$ cat src/rtl/bta_cla_pkg.sv
// Shared constants and helpers for the eight-operand binary-tree adder.
//
// Contents:
//   N_OPS, OP_W, SUM_W, CLA_GRP : tree shape, default operand width,
//                                 result width and lookahead group size.
//   PIPE_DEPTH                  : clock cycles from input sampling to output.
//                                 It is 3 when BTA_CLA_8_PIPE_EN is defined
//                                 and 1 otherwise.
//   num_groups()                : number of 4-bit lookahead groups for a width.
//   la_carry()                  : lookahead carry into bit k of one group.
package bta_cla_pkg;

  localparam int N_OPS   = 8;
  localparam int OP_W    = 16;
  localparam int SUM_W   = OP_W + 3;
  localparam int CLA_GRP = 4;

`ifdef BTA_CLA_8_PIPE_EN
  localparam int PIPE_DEPTH = 3;
`else
  localparam int PIPE_DEPTH = 1;
`endif

  function automatic int num_groups(input int w);
    return (w + CLA_GRP - 1) / CLA_GRP;
  endfunction

  // Carry into position k (0..CLA_GRP) of a group, written as a flat
  // sum of products over g/p and the group carry-in. With a constant k,
  // this reduces to the classic two-level lookahead equations rather than
  // a ripple chain.
  function automatic logic la_carry(input logic [CLA_GRP-1:0] g,
                                    input logic [CLA_GRP-1:0] p,
                                    input logic               ci,
                                    input int                 k);
    logic r;
    logic t;
    r = 1'b0;
    for (int j = 0; j < k; j++) begin
      t = g[j];
      for (int l = j + 1; l < k; l++) begin
        t = t & p[l];
      end
      r = r | t;
    end
    t = ci;
    for (int l = 0; l < k; l++) begin
      t = t & p[l];
    end
    return r | t;
  endfunction

endpackage

$ cat src/rtl/bta_cla_8_cla_adder.sv
// Carry-lookahead adder node for the binary adder tree.
//
// The adder is split into 4-bit groups. Inside each group, carries are
// computed with lookahead logic. Between groups, carries ripple.
// Widths that are not a multiple of 4 are handled by zero-padding the
// top group. The padded bits are zero, so they kill any carry, and the
// real carry-out is the carry into bit W.
//
// Parameter:
//   W    : operand width.
// Ports:
//   a, b : W-bit unsigned operands.
//   cin  : carry-in.
//   s    : W-bit sum.
//   cout : carry out of bit W-1.
module cla_adder
  import bta_cla_pkg::*;
#(
  parameter int W = 16
) (
  input  logic [W-1:0] a,
  input  logic [W-1:0] b,
  input  logic         cin,
  output logic [W-1:0] s,
  output logic         cout
);

  localparam int NG = num_groups(W);
  localparam int WP = NG * CLA_GRP;

  logic [WP-1:0] a_p;
  logic [WP-1:0] b_p;
  logic [WP-1:0] g;
  logic [WP-1:0] p;
  logic [W:0]    c;
  logic [NG-1:0] gc;   // carry into each group

  assign a_p = WP'(a);
  assign b_p = WP'(b);
  assign g   = a_p & b_p;
  assign p   = a_p ^ b_p;
  assign gc[0] = cin;

  genvar gi, gk;
  generate
    for (gi = 0; gi < NG; gi++) begin : g_grp
      for (gk = 0; gk < CLA_GRP; gk++) begin : g_bit
        if (gi * CLA_GRP + gk < W) begin : g_c
          assign c[gi*CLA_GRP+gk] = la_carry(g[gi*CLA_GRP +: CLA_GRP],
                                             p[gi*CLA_GRP +: CLA_GRP],
                                             gc[gi], gk);
        end
      end
      if (gi < NG - 1) begin : g_gc
        assign gc[gi+1] = la_carry(g[gi*CLA_GRP +: CLA_GRP],
                                   p[gi*CLA_GRP +: CLA_GRP],
                                   gc[gi], CLA_GRP);
      end
    end
  endgenerate

  // The carry into bit W comes from the top group, at an offset between
  // 1 and CLA_GRP within that group.
  assign c[W] = la_carry(g[(NG-1)*CLA_GRP +: CLA_GRP],
                         p[(NG-1)*CLA_GRP +: CLA_GRP],
                         gc[NG-1], W - (NG - 1) * CLA_GRP);

  assign s    = p[W-1:0] ^ c[W-1:0];
  assign cout = c[W];

endmodule

$ cat src/rtl/bta_cla_8.sv
// Eight-operand binary-tree adder built from seven CLA nodes.
//
// Configuration macro: BTA_CLA_8_PIPE_EN.
//   When defined, registers sit after level 1, after level 2 and at the
//   output, for a latency of 3 cycles.
//   When undefined, the tree is purely combinational and feeds only the
//   output register, for a latency of 1 cycle.
//
// Parameter:
//   m : operand width (>= 4, multiple of 4).
// Ports:
//   clk                     : rising-edge clock.
//   rst                     : synchronous active-high reset; clears every register.
//   A, B, C, D, E, F, G, H  : m-bit unsigned operands.
//   C0                      : carry-in; only the A+B node adds it.
//   sum                     : registered (m+3)-bit total.
//   carry                   : registered carry-out of the root node.
module bta_cla_8
  import bta_cla_pkg::*;
#(
  parameter int m = OP_W
) (
  input  logic         clk,
  input  logic         rst,
  input  logic [m-1:0] A,
  input  logic [m-1:0] B,
  input  logic [m-1:0] C,
  input  logic [m-1:0] D,
  input  logic [m-1:0] E,
  input  logic [m-1:0] F,
  input  logic [m-1:0] G,
  input  logic [m-1:0] H,
  input  logic         C0,
  output logic [m+2:0] sum,
  output logic         carry
);

  localparam int L1_NODES = N_OPS / 2;
  localparam int L2_NODES = N_OPS / 4;

  logic [m-1:0] ops [N_OPS];

  assign ops[0] = A;
  assign ops[1] = B;
  assign ops[2] = C;
  assign ops[3] = D;
  assign ops[4] = E;
  assign ops[5] = F;
  assign ops[6] = G;
  assign ops[7] = H;

  // Node results are {cout, s}, so no bit of any partial sum is dropped.
  logic [m:0]   l1_d [L1_NODES];   // level-1 node results
  logic [m:0]   l1_s [L1_NODES];   // level-1 values seen by level 2
  logic [m+1:0] l2_d [L2_NODES];
  logic [m+1:0] l2_s [L2_NODES];
  logic [m+2:0] sum_d;
  logic         carry_d;
  logic [m+2:0] sum_q;
  logic         carry_q;

  genvar gi;
  generate
    for (gi = 0; gi < L1_NODES; gi++) begin : g_l1
      cla_adder #(.W(m)) u_node (
        .a    (ops[2*gi]),
        .b    (ops[2*gi+1]),
        .cin  ((gi == 0) ? C0 : 1'b0),
        .s    (l1_d[gi][m-1:0]),
        .cout (l1_d[gi][m])
      );
    end

    for (gi = 0; gi < L2_NODES; gi++) begin : g_l2
      cla_adder #(.W(m+1)) u_node (
        .a    (l1_s[2*gi]),
        .b    (l1_s[2*gi+1]),
        .cin  (1'b0),
        .s    (l2_d[gi][m:0]),
        .cout (l2_d[gi][m+1])
      );
    end
  endgenerate

  // The root is the (m+2)-bit node, zero-extended by one bit. Its m+3
  // result bits form the sum, and the adder's own carry-out is the flag
  // for anything beyond bit m+2. For legal inputs that flag is always 0.
  cla_adder #(.W(m+3)) u_root (
    .a    ({1'b0, l2_s[0]}),
    .b    ({1'b0, l2_s[1]}),
    .cin  (1'b0),
    .s    (sum_d),
    .cout (carry_d)
  );

`ifdef BTA_CLA_8_PIPE_EN
  logic [m:0]   l1_q [L1_NODES];
  logic [m+1:0] l2_q [L2_NODES];

  always_ff @(posedge clk) begin
    if (rst) begin
      for (int i = 0; i < L1_NODES; i++) l1_q[i] <= '0;
      for (int i = 0; i < L2_NODES; i++) l2_q[i] <= '0;
    end else begin
      for (int i = 0; i < L1_NODES; i++) l1_q[i] <= l1_d[i];
      for (int i = 0; i < L2_NODES; i++) l2_q[i] <= l2_d[i];
    end
  end

  assign l1_s = l1_q;
  assign l2_s = l2_q;
`else
  assign l1_s = l1_d;
  assign l2_s = l2_d;
`endif

  always_ff @(posedge clk) begin
    if (rst) begin
      sum_q   <= '0;
      carry_q <= 1'b0;
    end else begin
      sum_q   <= sum_d;
      carry_q <= carry_d;
    end
  end

  assign sum   = sum_q;
  assign carry = carry_q;

endmodule

$ cat config.mk
export PLATFORM = sky130hd
export DESIGN_NAME = bta_cla_8
export DESIGN_NICKNAME = d
export VERILOG_FILES = /design/src/rtl/bta_cla_pkg.sv /design/src/rtl/bta_cla_8_cla_adder.sv /design/src/rtl/bta_cla_8.sv
export SDC_FILE = /design/constraint.sdc
export NUM_CORES = 1
export LEC_CHECK = 0
export BUFFER_PORTS_ARGS = -buffer_cell sky130_fd_sc_hd__buf_4
export CAP_MARGIN = 30
export CORE_ASPECT_RATIO = 1.4
export CORE_MARGIN = 1
export CORE_UTILIZATION = 48
export CTS_CLUSTER_DIAMETER = 200
export CTS_CLUSTER_SIZE = 25
export DETAILED_ROUTE_END_ITERATION = 16
export PLACE_DENSITY = 0.88
export SLEW_MARGIN = 10
export SYNTH_ARGS = -nofsm -noshare
export SYNTH_HDL_FRONTEND = slang
export SYNTH_SLANG_ARGS = --single-unit
$ cat constraint.sdc
create_clock -name clk -period 5.95 [get_ports clk]
set_clock_uncertainty 0.2 [all_clocks]
set_input_delay 0.2975 -clock clk [delete_from_list [all_inputs] [get_ports clk]]
set_output_delay 0.2975 -clock clk [all_outputs]
set_load 0.01 [all_outputs]
==> impl_metrics.py, run 1 <==
metrics = {
    "worst_hold_path": {
        "hold_start": "rst",
        "min_to": "sum[17]",
        "worstHoldPathCells": 2,
        "hold_class": "in2reg",
    },
    "worst_setup_path": {
        "cp.required_ns": 5.94,
        "worstSetupStartpointType": "input pin",
        "path_class": "in2reg",
        "critPathMaxFanout": 3,
        "critPathCaptureType": "flip-flop",
        "arrival_ns": 5.79,
    },
    "route": {
        "drt.antenna.violating_nets": 0,
        "detail_route.wl_per_cell_um": 13.3,
        "drtIter0Drc": 76,
        "dr.pass1.iters": 4,
        "wl_mm": 10.9,
        "drc_errors": 0,
        "vias": 4222,
        "via_per_inst": 5.15,
    },
    "cts": {
        "numCtsBuffers": 3,
        "clockBufferDepth": 2,
        "tritoncts": "built",
        "clkTransAtPathRegs_ns": 0.06,
        "cts.sinks": 19,
        "root_buffer": "clkbuf_16",
        "htreeDepth": 1,
    },
    "finish": {
        "largest_reg_flops": 19,
        "fill_cells": 778,
        "drive_above_1_share": 0.304,
        "nets": 994,
        "syn_to_final_growth_pct": 34.6,
        "final_cells": 820,
        "diodes": 0,
    },
    "die": {
        "io_pins": 151,
        "die_area_mm2": 0.0103,
        "rows": 42,
        "die_width_um": 86.3,
        "core_region_area_mm2": 0.00956,
        "start_util": 0.499,
        "die_h_um": 120,
    },
    "timing": {
        "finalCriticalPeriod_ns": 5.80,
        "setup-violations-final": 0,
        "post-route-period-util": 0.975,
        "max_clock_freq_mhz": 172,
        "final_hold_viol_count": 0,
        "slew_viol_final": 0,
        "holdWs_ns": 0.172,
    },
    "logic_synthesis": {
        "synthCells": 523,
        "ys_ff_latch": 19,
        "avgSynthCellArea_um2": 9.12,
        "synth_cell_types": 24,
        "async_flop_share": 0,
        "synthTopCellsByCount": "ha_1 (143), nor2_1 (49), inv_1 (47), xnor2_1 (36)",
        "syn_area_mm2": 0.00477,
        "synth_area_leaders": "ha_1 (38%), fa_1 (13%), dfxtp_1 (8.0%)",
        "synth_edf_count": 0,
        "yosysMostFrequentCell": "ha_1",
        "yosysWarnings": 0,
        "yosys.area.top_type": "ha_1",
        "ys_seq_area_frac": 0.0797,
        "synthFlopType": "dfxtp_1",
        "syn_nets": 828,
        "post-synth-top-area-fraction": 0.375,
    },
    "grt": {
        "grt_pass1_vias": 4521,
        "antenna_found_initial": 0,
        "grt_start_max_net_pins": 21,
        "grt_overflow": 0,
        "grt_pass1_wl_mm": 17.4,
        "grt_usage": 0.204,
    },
    "pwr": {
        "clkPwrFrac": 0.056,
        "combPwrFrac": 0.859,
        "swShare": 0.464,
        "internal_power_w": 0.00133,
        "p_sw_w": 0.00116,
        "ir_worst_vdd_uv": 317,
        "leakage_nw": 3.28,
        "powerDensity_mw_per_mm2": 388,
        "seq_power_share": 0.085,
    },
    "outcome": {
        "outcome": "finished clean",
    },
    "placed_design": {
        "numPortBuffers": 149,
        "dp.cells": 802,
        "gp_congestion": 0.813,
        "hpwlAfterDp_mm": 9.22,
    },
    "run": {
        "max_cap_violations": 0,
    },
}
routing by layer:
layer  vias up  global-route usage  routed length, um
li1       2122                   -                  -
met1      1947               0.177               3560
met2       121               0.442               6550
met3        32              0.0351                515
met4         0              0.0635                313
met5         -                   0                  0
layout make-up:
type	instances	area (um2)	share of cell area
clock buffers	3	75.1	0.0117
clock inverters	1	5.00	0.000779
inverters	47	176	0.0275
multi-input cells	454	4380	0.681
flip-flops and latches	19	380	0.0592
well taps	132	165	0.0257
repair buffers	164	1250	0.194
timing repair:
action	4_1_cts	5_1_grt
gates resized for setup	0	49
hold buffers	0	0
setup buffers	0	14
setup endpoints to repair	0	3
worst max-delay path: stages:
cell,delay (ns)
buf_4,0.12
ha_1,0.30
ha_2,0.18
o21a_1,0.19
nor2_2,0.15
xnor2_2,0.10
ha_1,0.32
o21a_1,0.17
o21a_1,0.20
nor2_2,0.06
fa_1,0.53
inv_1,0.07
ha_1,0.30
ha_1,0.20
o211ai_1,0.27
a21oi_2,0.11
or2_1,0.22
ha_2,0.19
o211ai_1,0.26
a21oi_2,0.11
or2_1,0.22
ha_2,0.19
o211ai_1,0.26
a21oi_2,0.12
nor2_2,0.14
fa_2,0.43
nor2_1,0.10
placed cells by master (no fill, tap or decap), types with 9 or more instances in the layout:
| cell | Yosys | routed |
|---|---|---|
| nand2_1 | 19 | 19 |
| buf_4 | 1 | 160 |
| ha_1 | 143 | 127 |
| xor2_1 | 33 | 32 |
| o21a_1 | 33 | 33 |
| or2_1 | 15 | 15 |
| a21oi_1 | 32 | 24 |
| fa_1 | 31 | 28 |
| inv_1 | 47 | 44 |
| xnor2_1 | 36 | 34 |
| o211ai_1 | 22 | 22 |
| nor3_1 | 9 | 9 |
| ha_2 | 0 | 10 |
| dfxtp_1 | 19 | 19 |
| nor2_1 | 49 | 43 |
power groups by stage:
stage	logic [W]	registers (W)	clock network (W)
after floorplan	0.00139	0.000236	0
after global placement	0.00178	0.000212	0
after detailed placement	0.00189	0.000212	0
after CTS	0.00191	0.000211	0.000140
after global routing	0.00240	0.000215	0.000148
final	0.00214	0.000212	0.000139
how the worst max path moves through the flow:
| stage | cells past startpoint | from | endpoint | slack [ns] |
|---|---|---|---|---|
| global route | 27 | A[0] | sum[16] | -0.13 |
| CTS | 29 | E[0] | sum[17] | 0.15 |
| floorplan | 28 | E[0] | sum[17] | 0.41 |
| detailed placement | 29 | E[0] | sum[17] | -0.11 |
| finish | 27 | A[0] | sum[16] | 0.15 |
| global placement | 29 | E[0] | sum[17] | 0.1 |
kinds of logic (layout without fill, tap and decap cells):
kind of cell	Yosys count	after routing	share of synthesized area
buffers and inverters	50	215	0.0407
adders and majority gates	174	174	0.505
other	1	1	0.000786
and+or+nand+nor	104	104	0.0983
DFF	19	19	0.0797
muxes	1	1	0.00236
AOI/OAI and AO/OA	105	105	0.146
xor gates and xnor gates	69	69	0.127
metrics by stage:
step	setup WS [ns]	setup TNS (ns)	total power [W]	area [um2]	util
after floorplan	0.410	0	0.00162	4770	-
after global placement	0.0962	0	0.00199	6040	0.632
after detailed placement	-0.108	-0.216	0.00211	6040	0.632
after CTS	0.148	0	0.00226	6120	0.640
after global routing	-0.131	-0.358	0.00276	6420	0.672
final	0.146	0	0.00249	6420	0.672
No activity file was read; power rests on OpenSTA's default activity.
==> run 2: changes to the inputs <==
- CORE_ASPECT_RATIO: 1.4 -> 0.6
- REMOVE_ABC_BUFFERS: unset -> 1
==> run 2 against run 1 <==
Effect of this change:
- global-route usage grew 2.2 points
- maximum frequency shrank 1.5%
- via count grew 2.3%
- routed wire length grew 14%
- flip-flop and latch count is the same
- power grew 7.4%
- critical path depth grew 1
- design area grew 3.0%
- first-iteration DRC count grew 39%
- combinational power grew 9%
- largest cell class unchanged
==> impl_metrics.py, run 2 (same netlist as run 1, synthesis figures left out) <==
metrics = {
    "outcome": {
        "outcome": "finished clean",
    },
    "die": {
        "die_h_um": 79.2,
        "start_util": 0.508,
        "die_area_mm2": 0.0104,
        "core_region_area_mm2": 0.00939,
        "die_width_um": 131,
        "io_pins": 151,
        "rows": 27,
    },
    "finish": {
        "final_common_cell": "buf_4",
        "area.sequential_um2": 380,
        "final_core_util": 0.705,
        "diodes": 0,
        "nets": 1004,
        "drive_above_1_share": 0.348,
        "mostFrequentLayoutCells": "buf_4 (171), ha_1 (116), inv_1 (39)",
        "syn_to_final_growth_pct": 38.7,
        "fill_cells": 695,
        "largest_reg_flops": 19,
        "multiInputGateArea_mm2": 0.00450,
    },
    "pwr": {
        "p_sw_w": 0.00126,
        "internal_power_w": 0.00142,
        "powerDensity_mw_per_mm2": 404,
        "ir_worst_vdd_uv": 193,
        "combPwrFrac": 0.871,
        "seq_power_share": 0.078,
        "clkPwrFrac": 0.052,
        "leakage_nw": 3.31,
        "swShare": 0.470,
    },
    "route": {
        "vias": 4318,
        "dr.pass1.iters": 4,
        "via_per_inst": 5.21,
        "drt.antenna.violating_nets": 0,
        "drc_errors": 0,
        "drtIter0Drc": 106,
        "detail_route.wl_per_cell_um": 15.0,
        "wl_mm": 12.4,
    },
    "timing": {
        "slew_viol_final": 0,
        "max_clock_freq_mhz": 170,
        "rsz0062_at_grt": "yes",
        "final_hold_viol_count": 0,
        "setup-violations-final": 0,
        "holdWs_ns": 0.164,
        "post-route-period-util": 0.991,
        "setup_ws_ns": 0.0559,
        "finalCriticalPeriod_ns": 5.89,
    },
    "grt": {
        "grt_usage": 0.226,
        "grt_pass1_wl_mm": 18.8,
        "busiest_layer": "met2",
        "met3_usage": 0.0216,
        "met2_usage": 0.413,
        "grt_start_max_net_pins": 21,
        "antenna_found_initial": 0,
        "met1_usage": 0.282,
        "grt_overflow": 0,
        "grt_pass1_vias": 4432,
    },
    "placed_design": {
        "numPortBuffers": 149,
        "dp_slack_ns": -0.216,
        "hpwlAfterDp_mm": 10.4,
        "gp_congestion": 0.840,
    },
    "worst_setup_path": {
        "cpMaxStageDelayCell": "fa_2",
        "worstSetupStartpointType": "input pin",
        "critPathCaptureType": "flip-flop",
        "cpMostUsedCell": "o21a_1",
        "cp.required_ns": 5.89,
        "path_class": "in2reg",
        "critPathMaxStageDelay_ns": 0.58,
        "critPathMaxFanout": 4,
        "arrival_ns": 5.83,
    },
    "cts": {
        "clockBufferDepth": 2,
        "numCtsBuffers": 3,
        "htreeDepth": 1,
        "cts_hold_buffers": 0,
        "clkTransAtPathRegs_ns": 0.05,
        "tritoncts": "built",
        "root_buffer": "clkbuf_16",
        "cts.sinks": 19,
    },
    "run": {
        "max_cap_violations": 0,
    },
    "worst_hold_path": {
        "hold_class": "in2reg",
    },
}
[run 2: path summary, 6_finish.rpt]
check / to / cells past startpoint / startpoint / slack [ns]
min: sum[17] / 2 / rst / 0.16
max: sum[16] / 28 / E[1] / 0.06
[run 2: worst max-delay path, delay by kind of cell]
kind / cells / cell delay (ns)
AO/OA/AOI/OAI: 10 / 1.87
XOR/XNOR: 1 / 0.10
adder cells (fa/ha/maj): 8 / 2.10
buffers and inverters: 2 / 0.28
AND/OR/NAND/NOR: 7 / 1.18
[run 2: final cells by class]
type                    count  area share
multi-input cells         454       0.680
repair buffers            174       0.199
flip-flops and latches     19      0.0575
inverters                  47      0.0267
well taps                 130      0.0246
clock buffers               4      0.0119
[run 2: stage by stage]
stage / power (W) / instances / area [um2] / TNS [ns]
after floorplan: 0.00162 / 520 / 4750 / 0
after global placement: 0.00200 / 800 / 6040 / 0
after detailed placement: 0.00214 / 800 / 6040 / -0.563
after CTS: 0.00231 / 804 / 6120 / 0
after global routing: 0.00297 / 828 / 6620 / -0.435
final: 0.00268 / 828 / 6620 / 0
[run 2: per-layer routing]
layer,routed length (um),vias to the layer above
li1,-,2130
met1,5550,2014
met2,6060,146
met3,578,28
met4,243,0
met5,0,-
[run 2: timing repair]
| item | in CTS | in global routing |
|---|---|---|
| setup endpoints to repair | 0 | 3 |
| setup buffers | 0 | 24 |
| gates resized for setup | 0 | 77 |
[run 2: power by group through the flow]
stage                     combinational, W  clock, W  sequential, W
after floorplan                    0.00139         0       0.000236
after global placement             0.00179         0       0.000211
after detailed placement           0.00193         0       0.000212
after CTS                          0.00196  0.000138       0.000209
after global routing               0.00262  0.000145       0.000212
final                              0.00233  0.000138       0.000208
